`src/rtl/lsu_pkg.sv`:
```
// Shared types for the load/store unit: access sizes, FSM states and size decode.
package lsu_pkg;

  typedef enum logic [1:0] {
    SZ_B = 2'd0,
    SZ_H = 2'd1,
    SZ_W = 2'd2,
    SZ_D = 2'd3
  } size_e;

  typedef enum logic [2:0] {
    ST_IDLE  = 3'd0,
    ST_REQ0  = 3'd1,
    ST_WAIT0 = 3'd2,
    ST_REQ1  = 3'd3,
    ST_WAIT1 = 3'd4,
    ST_RESP  = 3'd5
  } state_e;

  localparam int unsigned MAX_ACCESS_BYTES = 8;

  // Number of bytes touched by an access of the given size.
  function automatic logic [3:0] size_bytes(input size_e size);
    return 4'd1 << size;
  endfunction

endpackage

```
`src/rtl/lsu_align.sv`:
```
// Byte-lane logic: strobes and shifted store data across two beats, plus
// extraction and sign/zero extension of load data from the {hi,lo} beat pair.
module lsu_align
  import lsu_pkg::*;
#(
  parameter int unsigned XLEN = 32
) (
  input  logic [$clog2(XLEN/8)-1:0] off_i,
  input  size_e                     size_i,
  input  logic                      sig_i,
  input  logic [XLEN-1:0]           wdata_i,
  input  logic [XLEN-1:0]           rdata_lo_i,
  input  logic [XLEN-1:0]           rdata_hi_i,
  output logic [XLEN/4-1:0]         strb_o,
  output logic [2*XLEN-1:0]         wdata_o,
  output logic [XLEN-1:0]           rdata_o
);

  localparam int unsigned STRB_W = XLEN / 8;

  logic [3:0]          nbytes;
  logic [2*STRB_W-1:0] mask;
  logic [XLEN-1:0]     field;
  logic                sbit;

  always_comb begin
    nbytes = size_bytes(size_i);
    mask   = '0;
    for (int unsigned i = 0; i < 2 * STRB_W; i++) begin
      mask[i] = (i < 32'(nbytes));
    end
    strb_o  = mask << off_i;
    wdata_o = {{XLEN{1'b0}}, wdata_i} << {off_i, 3'b000};

    // Bring the addressed byte to lane 0, then extend from the access MSB.
    field = XLEN'({rdata_hi_i, rdata_lo_i} >> {off_i, 3'b000});
    sbit  = field[XLEN-1];
    case (size_i)
      SZ_B:    sbit = field[7];
      SZ_H:    sbit = field[15];
      SZ_W:    sbit = field[31];
      default: sbit = field[XLEN-1];
    endcase
    rdata_o = '0;
    for (int unsigned b = 0; b < XLEN; b++) begin
      rdata_o[b] = (b < 8 * 32'(nbytes)) ? field[b] : (sig_i & sbit);
    end
  end

endmodule

```
`src/rtl/lsu_split.sv`:
```
// Sequential load/store unit: valid/ready request in, req/gnt + rvalid bus out,
// with optional splitting of misaligned accesses into two aligned beats.
module lsu_split
  import lsu_pkg::*;
#(
  parameter int unsigned XLEN             = 32,
  parameter bit          MISALIGNED_SPLIT = 1'b1
) (
  input  logic              i_clk,
  input  logic              i_rst_n,
  input  logic              i_req_valid,
  output logic              o_req_ready,
  input  logic              i_req_we,
  input  logic [XLEN-1:0]   i_req_addr,
  input  logic [XLEN-1:0]   i_req_wdata,
  input  logic [1:0]        i_req_size,
  input  logic              i_req_sig,
  output logic              o_rsp_valid,
  output logic [XLEN-1:0]   o_rsp_data,
  output logic              o_rsp_err,
  output logic              o_bus_req,
  output logic [XLEN-1:0]   o_bus_addr,
  output logic              o_bus_we,
  output logic [XLEN-1:0]   o_bus_wdata,
  output logic [XLEN/8-1:0] o_bus_wstrb,
  input  logic              i_bus_gnt,
  input  logic              i_bus_rvalid,
  input  logic [XLEN-1:0]   i_bus_rdata
);

  localparam int unsigned STRB_W = XLEN / 8;
  localparam int unsigned OFF_W  = $clog2(STRB_W);

  state_e              state_q, state_d;
  logic                we_q, we_d;
  logic [XLEN-1:0]     addr_q, addr_d;
  logic [XLEN-1:0]     wdata_q, wdata_d;
  size_e               size_q, size_d;
  logic                sig_q, sig_d;
  logic                split_q, split_d;
  logic [XLEN-1:0]     lo_q, lo_d;
  logic [XLEN-1:0]     hi_q, hi_d;

  logic                ready_q, ready_d;
  logic                rsp_valid_q, rsp_valid_d;
  logic [XLEN-1:0]     rsp_data_q, rsp_data_d;
  logic                rsp_err_q, rsp_err_d;
  logic                bus_req_q, bus_req_d;
  logic [XLEN-1:0]     bus_addr_q, bus_addr_d;
  logic                bus_we_q, bus_we_d;
  logic [XLEN-1:0]     bus_wdata_q, bus_wdata_d;
  logic [STRB_W-1:0]   bus_wstrb_q, bus_wstrb_d;

  logic [3:0]          req_nbytes_c;
  logic                illegal_c;
  logic                misal_c;
  logic                err_c;
  logic                beat1_c;
  logic [2*STRB_W-1:0] strb_c;
  logic [2*XLEN-1:0]   wdata_sh_c;
  logic [XLEN-1:0]     ldata_c;

  // Decode of the incoming request, used only on acceptance in IDLE.
  always_comb begin
    req_nbytes_c = size_bytes(size_e'(i_req_size));
    illegal_c    = (i_req_size == 2'd3) && (XLEN == 32);
    misal_c      = (i_req_addr[3:0] & (req_nbytes_c - 4'd1)) != 4'd0;
    err_c        = illegal_c || (misal_c && !MISALIGNED_SPLIT);
  end

  // Lane logic runs on next-state values so registered bus/response outputs
  // are correct in the first cycle of each state.
  lsu_align #(
    .XLEN(XLEN)
  ) u_align (
    .off_i      (addr_d[OFF_W-1:0]),
    .size_i     (size_d),
    .sig_i      (sig_d),
    .wdata_i    (wdata_d),
    .rdata_lo_i (lo_d),
    .rdata_hi_i (hi_d),
    .strb_o     (strb_c),
    .wdata_o    (wdata_sh_c),
    .rdata_o    (ldata_c)
  );

  // Next-state and capture logic.
  always_comb begin
    state_d   = state_q;
    we_d      = we_q;
    addr_d    = addr_q;
    wdata_d   = wdata_q;
    size_d    = size_q;
    sig_d     = sig_q;
    split_d   = split_q;
    lo_d      = lo_q;
    hi_d      = hi_q;
    rsp_err_d = 1'b0;
    case (state_q)
      ST_IDLE: begin
        if (i_req_valid && ready_q) begin
          we_d    = i_req_we;
          addr_d  = i_req_addr;
          wdata_d = i_req_wdata;
          size_d  = size_e'(i_req_size);
          sig_d   = i_req_sig;
          split_d = (32'(i_req_addr[OFF_W-1:0]) + 32'(req_nbytes_c)) > STRB_W;
          lo_d    = '0;
          hi_d    = '0;
          if (err_c) begin
            state_d   = ST_RESP;
            rsp_err_d = 1'b1;
          end else begin
            state_d = ST_REQ0;
          end
        end
      end
      ST_REQ0:  if (i_bus_gnt) state_d = ST_WAIT0;
      ST_WAIT0: begin
        if (i_bus_rvalid) begin
          lo_d    = i_bus_rdata;
          state_d = split_q ? ST_REQ1 : ST_RESP;
        end
      end
      ST_REQ1:  if (i_bus_gnt) state_d = ST_WAIT1;
      ST_WAIT1: begin
        if (i_bus_rvalid) begin
          hi_d    = i_bus_rdata;
          state_d = ST_RESP;
        end
      end
      ST_RESP:  state_d = ST_IDLE;
      default:  state_d = ST_IDLE;
    endcase
  end

  // Output next-values, decoded from the state being entered.
  always_comb begin
    beat1_c     = (state_d == ST_REQ1);
    ready_d     = (state_d == ST_IDLE);
    bus_req_d   = (state_d == ST_REQ0) || (state_d == ST_REQ1);
    bus_addr_d  = '0;
    bus_we_d    = 1'b0;
    bus_wdata_d = '0;
    bus_wstrb_d = '0;
    if (bus_req_d) begin
      bus_addr_d  = {addr_d[XLEN-1:OFF_W], {OFF_W{1'b0}}} + (beat1_c ? XLEN'(STRB_W) : '0);
      bus_we_d    = we_d;
      bus_wdata_d = beat1_c ? wdata_sh_c[2*XLEN-1:XLEN] : wdata_sh_c[XLEN-1:0];
      bus_wstrb_d = beat1_c ? strb_c[2*STRB_W-1:STRB_W] : strb_c[STRB_W-1:0];
    end
    rsp_valid_d = (state_d == ST_RESP);
    rsp_data_d  = (rsp_valid_d && !rsp_err_d && !we_d) ? ldata_c : '0;
  end

  always_ff @(posedge i_clk or negedge i_rst_n) begin
    if (!i_rst_n) begin
      state_q     <= ST_IDLE;
      we_q        <= 1'b0;
      addr_q      <= '0;
      wdata_q     <= '0;
      size_q      <= SZ_B;
      sig_q       <= 1'b0;
      split_q     <= 1'b0;
      lo_q        <= '0;
      hi_q        <= '0;
      ready_q     <= 1'b1;
      rsp_valid_q <= 1'b0;
      rsp_data_q  <= '0;
      rsp_err_q   <= 1'b0;
      bus_req_q   <= 1'b0;
      bus_addr_q  <= '0;
      bus_we_q    <= 1'b0;
      bus_wdata_q <= '0;
      bus_wstrb_q <= '0;
    end else begin
      state_q     <= state_d;
      we_q        <= we_d;
      addr_q      <= addr_d;
      wdata_q     <= wdata_d;
      size_q      <= size_d;
      sig_q       <= sig_d;
      split_q     <= split_d;
      lo_q        <= lo_d;
      hi_q        <= hi_d;
      ready_q     <= ready_d;
      rsp_valid_q <= rsp_valid_d;
      rsp_data_q  <= rsp_data_d;
      rsp_err_q   <= rsp_err_d;
      bus_req_q   <= bus_req_d;
      bus_addr_q  <= bus_addr_d;
      bus_we_q    <= bus_we_d;
      bus_wdata_q <= bus_wdata_d;
      bus_wstrb_q <= bus_wstrb_d;
    end
  end

  assign o_req_ready = ready_q;
  assign o_rsp_valid = rsp_valid_q;
  assign o_rsp_data  = rsp_data_q;
  assign o_rsp_err   = rsp_err_q;
  assign o_bus_req   = bus_req_q;
  assign o_bus_addr  = bus_addr_q;
  assign o_bus_we    = bus_we_q;
  assign o_bus_wdata = bus_wdata_q;
  assign o_bus_wstrb = bus_wstrb_q;

endmodule

```
`config.mk`:
```
export PLATFORM = sky130hd
export DESIGN_NAME = lsu_split
export DESIGN_NICKNAME = d
export VERILOG_FILES = /design/src/rtl/lsu_pkg.sv /design/src/rtl/lsu_align.sv /design/src/rtl/lsu_split.sv
export SDC_FILE = /design/constraint.sdc
export NUM_CORES = 1
export LEC_CHECK = 0
export CAP_MARGIN = 15
export CORE_MARGIN = 8
export CORE_UTILIZATION = 30
export CTS_CLUSTER_DIAMETER = 50
export DETAILED_ROUTE_END_ITERATION = 10
export PLACE_DENSITY_LB_ADDON = 0.25
export SETUP_SLACK_MARGIN = 0.4
export SLEW_MARGIN = 20
export SYNTH_ARGS = -nofsm -noshare
export SYNTH_HDL_FRONTEND = slang
export SYNTH_SLANG_ARGS = --single-unit
```
`constraint.sdc`:
```
create_clock -name i_clk -period 3.9 [get_ports i_clk]
set_input_delay 0.78 -clock i_clk [delete_from_list [all_inputs] [get_ports i_clk]]
set_output_delay 0.78 -clock i_clk [all_outputs]
set_load 0.1 [all_outputs]
```
==> results.yml, run 1 <==
power:
  power.total_mw: 14.6
  clockPowerShare_pct: 21.6
  power.switching_mw: 7.02
  combPwrFrac_pct: 53.5
  switching_share_pct: 48.1
  internal_power_mw: 7.57
  pwr-share-seq_pct: 24.9
  leakage_nw: 6.82
  powerDensity_mw_per_mm2: 973
  vdd_ir_drop_max_mv: 0.606
routing:
  drc_errors: 0
  drtIter0Drc: 454
  dr.pass1.iters: 4
  wl_um: 36100
  ant_nets: 0
  via_per_inst: 5.05
  route.detailed.wl_per_inst_um: 20.1
  num_vias: 9050
worst_setup_path:
  path_buf_inv: 3
  r2r_cells: 14
  path_cells: "clkdlybuf4s50_1 > and3b_1 > nand2_2 > and3_1 > inv_1 > nand2_1 > inv_1 > ha_1 > nand2_1 > a2111oi_2 > a32oi_2 > nor4_1 > xnor2_1 > nor2_1"
  worstPathRequired_ns: 4.27
  endpoint_kind: "flip-flop"
  worstPathMaxFanout: 7
  slowest_stage: "clkdlybuf4s50_1"
  critPathArrivalTime_ns: 3.58
  path_depth: 14
  crit_family: "simple AND/OR/NAND/NOR gates"
  critical_path_class: "in2reg"
  slowest_delay_ns: 0.48
  startpoint_type: "primary input"
cells_and_area:
  stdcell_count: 1792
  nets: 1410
  area_growth_pct: 36.0
  nFillCells: 3520
  final_layout_size_suffix_gt1_share_pct: 12.3
  multi_input_comb_area_mm2: 0.00470
  seqCellArea_mm2: 0.00579
global_routing:
  grt_max_degree: 97
  grt_overflow_total: 0
  antenna_found_initial: 3
  grt_busiest_layer: "met2"
  grt_use_met1_pct: 22.1
  grt_usage_pct: 16.4
  grt_pass1_vias: 9512
  grt_use_met3_pct: 3.59
  grt_pass1_wl_um: 56600
  met2_usage_pct: 26.1
sta:
  layout_setup_ws_ns: 0.692
  whs_ns: 0.284
  skew_ns: 0.0152
  worst_slew_pin_slew_ns: 1.03
  tns_ns: 0
  fmax_ghz: 0.312
  min_period_ns: 3.21
  relSlewSlack_pct: 30.9
  slew_violations: 0
  hold_viol_final: 0
  period_share_pct: 82.3
  setup_violations: 0
  rsz0062_at_grt: "false"
outcome:
  outcome: "finished, final reports clean"
logic_synthesis:
  synthCells: 1074
  seq_area_frac_synth_pct: 52.4
  synth_edf_count: 0
  synth_area_per_cell_um2: 10.3
  synth_top_area_share_pct: 52.2
  syn_area_mm2: 0.0110
  yosys.cell_types.count: 73
  yosys_most_used_dff: "dfrtp_1"
  synthArstFlopShare_pct: 100
  ys_top_cells_by_area: "dfrtp_1 52%, mux2i_1 7.9%, nand2_1 5.8%"
  ys_seq_elements: 231
  yosysTopAreaCell: "dfrtp_1"
  synth_warnings: 0
job:
  maxCapViolations: 0
place:
  portBuffers: 207
  gp_congestion: 0.815
  place_inst: 1730
  dp_slack_ns: 0.113
  hpwl_um: 25200
clock_network:
  cts_setup_buffers: 0
  cts.sinks: 231
  clockRootBuffer: "clkbuf_16"
  numCtsBuffers: 36
  clock_path_buffers: 3
  clkLatencyLatePin_ns: 0.51
  htreeDepth: 2
  cts_tree: "built"
  clkTransAtPathRegs_ns: 0.05
floorplan:
  dieArea_mm2: 0.0432
  start_util_pct: 30.3
  io_pins: 210
  dieHeight_um: 208
  core_mm2: 0.0364
  rows: 70
  die_x_um: 208
worst_hold_path:
  min_path_type: "in2async"
[worst reg2reg max path: cells and delay by family (launching register included)]
kind,cells,cell delay [ns]
DFF,1,0.47
AOI/OAI and AO/OA,2,0.64
buffers and inverters,3,0.50
xor gates and xnor gates,2,0.31
adders and majority gates,1,0.19
and+or+nand+nor,6,0.92
[cell usage after synthesis (all sizes together), types with 5 or more instances]
| cell | instances |
|---|---|
| inv | 73 |
| nor2b | 7 |
| and2 | 7 |
| o21ai | 51 |
| nor3 | 19 |
| nand4 | 11 |
| nor2 | 39 |
| nand2 | 170 |
| a31oi | 6 |
| nand3b | 5 |
| nor4 | 8 |
| a2bb2oi | 7 |
| buf | 37 |
| nor3b | 7 |
| clkbuf | 30 |
| dfrtp | 230 |
| o211ai | 9 |
| a22o | 32 |
| a21o | 5 |
| a22oi | 19 |
| a32oi | 18 |
| nand2b | 8 |
| mux2i | 89 |
| a21oi | 46 |
| mux2 | 17 |
| o22ai | 16 |
| xnor2 | 18 |
| and3 | 9 |
| nand3 | 22 |
| a211oi | 6 |
| or2 | 5 |
[power by group through the flow]
stage	sequential, mW	clock, mW	combinational, mW
floorplan	5.89	0	3.39
global placement	3.66	0	7.78
detailed placement	3.66	0	7.81
CTS	3.64	3.23	7.84
global route	3.73	3.34	8.34
finish	3.63	3.16	7.81
[state kept, by name (all words and copies together) (netlist names)]
signal / flops
o_rsp_valid: 1
we_q: 1
o_rsp_data: 32
o_rsp_err: 1
wdata_q: 32
state_q: 3
size_q: 2
o_bus_addr: 30
o_bus_wstrb: 4
lo_q: 32
o_req_ready: 1
hi_q: 24
sig_q: 1
o_bus_req: 1
o_bus_wdata: 32
split_q: 1
addr_q: 32
o_bus_we: 1
[path summary, 6_finish.rpt]
kind	from	endpoint	slack, ns
min in group i_clk	sig_q$_DFF_PN0_	sig_q$_DFF_PN0_	0.49
setup reg to reg	state_q[2]$_DFF_PN0_	o_bus_addr[28]$_DFF_PN0_	0.73
hold / removal	i_rst_n	o_bus_addr[23]$_DFF_PN0_	0.28
hold reg to reg	sig_q$_DFF_PN0_	sig_q$_DFF_PN0_	0.49
max in group asynchronous	i_rst_n	o_req_ready$_DFF_PN1_	2.78
setup / recovery	i_req_valid	o_bus_addr[28]$_DFF_PN0_	0.69
[final cells by class]
class                           count  area share [%]
Multi-Input combinational cell    704            31.3
Tap cell                          468            3.90
Clock inverter                     20            1.38
Clock buffer                       41            6.47
Timing Repair Buffer              254            16.5
Antenna cell                        1          0.0167
Inverter                           73            1.83
Sequential cell                   231            38.6
[cell usage in the layout (no fill, tap or decap), types with 19 or more instances in the layout]
cell type and instances:
a21oi_1 45, a22o_1 32, a22oi_1 19, buf_4 44, clkbuf_16 37, clkdlybuf4s50_1 205
dfrtp_1 230, inv_1 70, mux2i_1 87, nand2_1 169, nand3_1 22, nor2_1 36
o21ai_0 40
[metrics by stage]
stage | instance area, µm² | util [%]
6_report | 15000 | 41.2
3_3_place_gp | 13800 | 37.9
4_1_cts | 15000 | 41.1
2_1_floorplan | 11000 | -
5_1_grt | 15000 | 41.2
3_5_place_dp | 13800 | 37.9
[kinds of logic after synthesis]
| logic type | after synthesis | synth area share (%) |
|---|---|---|
| other | 1 | 0.0340 |
| xor gates and xnor gates | 20 | 1.59 |
| and+or+nand+nor | 331 | 14.7 |
| adders and majority gates | 5 | 0.635 |
| muxes | 106 | 9.88 |
| buffers and inverters | 140 | 5.48 |
| AOI/OAI and AO/OA | 240 | 15.3 |
| DFF | 231 | 52.4 |
[routing by layer]
layer / vias to the layer above / part of all wire, %
li1: 4236 / -
met3: 62 / 6.3
met2: 320 / 45
met4: 4 / 2.6
met5: - / 0.064
met1: 4428 / 46
[what timing repair did]
item | CTS | global route
endpoints found under the setup margin | 0 | 3
hold buffers | 0 | 0
hold endpoints to repair | 0 | 0
gates resized for setup | 0 | 1
(Power assumes the default switching activity.)
==> run 2, diff against run 1 <==
Clock period 3.9 ns to 3.2 ns, I/O delays scaled along.
==> run 2 against run 1 <==
  * Clock-buffer cell count is the same
  * Flip-flop and latch count unchanged
  * Final area grew 1.6%
  * Clock power up 25%
  * Worst setup slack got worse by 0.19 ns
  * Die area did not move
  * First-iteration DRC count grew 3.5%
  * Sequential power is 23% higher
  * Clock skew grew 0.0084 ns
  * Critical endpoint is now o_rsp_data[8]$_DFF_PN0_
  * Largest cell class unchanged
  * Largest power group unchanged
==> results.yml, run 2 (same netlist as run 1, synthesis figures left out) <==
routing:
  via_per_inst: 5.03
  drc_errors: 0
  num_vias: 9206
  dr.pass1.iters: 5
  drtIter0Drc: 470
  wl_um: 37000
  route.detailed.wl_per_inst_um: 20.2
  ant_nets: 0
cells_and_area:
  nets: 1445
  stdcell_count: 1829
  area_growth_pct: 38.2
  final_layout_size_suffix_gt1_share_pct: 23.0
  final_common_cell: "dfrtp_1"
  final_cell_mix: "229 x dfrtp_1, 175 x buf_4, 164 x nand2_1, 103 x clkdlybuf4s50_1, 86 x mux2i_1"
  fin_util_pct: 41.8
worst_setup_path:
  startpoint_type: "flip-flop"
  critPathArrivalTime_ns: 3.06
  worstPathMaxFanout: 14
  endpoint_kind: "flip-flop"
  worstPathRequired_ns: 3.56
  critical_path_class: "reg2reg"
power:
  power.total_mw: 18.2
  leakage_nw: 7.24
  powerDensity_mw_per_mm2: 1190
  vdd_ir_drop_max_mv: 0.735
global_routing:
  grt_max_degree: 84
  grt_pass1_vias: 9744
  grt_overflow_total: 0
  grt_usage_pct: 16.8
  antenna_found_initial: 2
  grt_pass1_wl_um: 58000
sta:
  min_period_ns: 2.70
  fmax_ghz: 0.370
  skew_ns: 0.0236
  slew_violations: 0
  period_share_pct: 84.4
  setup_violations: 0
  relSlewSlack_pct: 52.4
  rsz0062_at_grt: "true"
  worst_slew_pin_slew_ns: 0.707
  hold_viol_final: 0
place:
  hpwl_um: 26000
  place_inst: 1766
  portBuffers: 207
  gp_congestion: 0.831
floorplan:
  core_mm2: 0.0364
  dieArea_mm2: 0.0432
  start_util_pct: 30.3
  rows: 70
  die_x_um: 208
  io_pins: 210
  dieHeight_um: 208
clock_network:
  cts_tree: "built"
  cts.sinks: 231
  clkTransAtPathRegs_ns: 0.06
  numCtsBuffers: 34
  clock_path_buffers: 3
  htreeDepth: 2
  clkLatencyLatePin_ns: 0.53
  clockRootBuffer: "clkbuf_16"
worst_hold_path:
  min_path_type: "in2async"
job:
  maxCapViolations: 0
outcome:
  outcome: "finished, final reports clean"
-- run 2: routing by layer --
metal	track usage, %	routed length [µm]	vias up	part of all wire, %
met5	0	22	-	0.059
li1	-	-	4314	-
met4	4.55	857	4	2.3
met1	22.7	16900	4516	46
met3	4.12	2520	68	6.8
met2	26.7	16700	304	45
-- run 2: what timing repair did --
action	4_1_cts	5_1_grt
buffers inserted	0	1
endpoints found under the setup margin	2	22
hold buffers	0	0
resized for setup	1	10
pin swaps	0	8
-- run 2: area by class of cell --
class / instances / area (µm²)
clock buffers: 41 / 917
diodes: 2 / 5.00
flip-flops and latches: 231 / 5790
multi-input cells: 704 / 4780
fillers: 3509 / 21200
repair buffers: 291 / 2590
inverters: 73 / 274
well taps: 468 / 586
clock inverters: 19 / 299
-- run 2: critical path: stages, from the launching register on --
cell and delay (ns):
dfstp_4 0.62, buf_4 0.13, nand3b_4 0.11, buf_4 0.22, nor3_2 0.27, nor2_4 0.10
buf_4 0.15, mux2i_1 0.26, a2111o_1 0.46, o21ai_0 0.22
-- run 2: path summary, 6_finish.rpt --
kind / startpoint / slack [ns] / cells past startpoint / endpoint
max in group asynchronous: i_rst_n / 2.27 / 2 / wdata_q[30]$_DFF_PN0_
min reg2reg: hi_q[17]$_DFF_PN0_ / 0.48 / 1 / hi_q[17]$_DFF_PN0_
max: o_req_ready$_DFF_PN1_ / 0.50 / 9 / o_rsp_data[8]$_DFF_PN0_
max reg2reg: o_req_ready$_DFF_PN1_ / 0.50 / 9 / o_rsp_data[8]$_DFF_PN0_
min: i_rst_n / 0.11 / 1 / addr_q[26]$_DFF_PN0_
min in group i_clk: hi_q[17]$_DFF_PN0_ / 0.48 / 1 / hi_q[17]$_DFF_PN0_
-- run 2: power breakdown --
part	total [mW]	leakage, nW	internal [mW]	switching, mW
clock	3.94	0.585	2.49	1.46
sequential	4.45	3.02	3.98	0.469
combinational	9.79	3.63	2.99	6.80
-- run 2: metrics by stage --
stage	setup slack (ns)	TNS, ns	area, µm²	hold slack (ns)
final	0.500	0	15200	0.114
after global routing	0.338	0	15200	0.186
after CTS	0.404	0	15200	0.164
after detailed placement	-0.0691	-0.268	14000	0.470
after global placement	-0.0497	-0.0623	14000	0.466
after floorplan	0.0947	0	11100	0.344
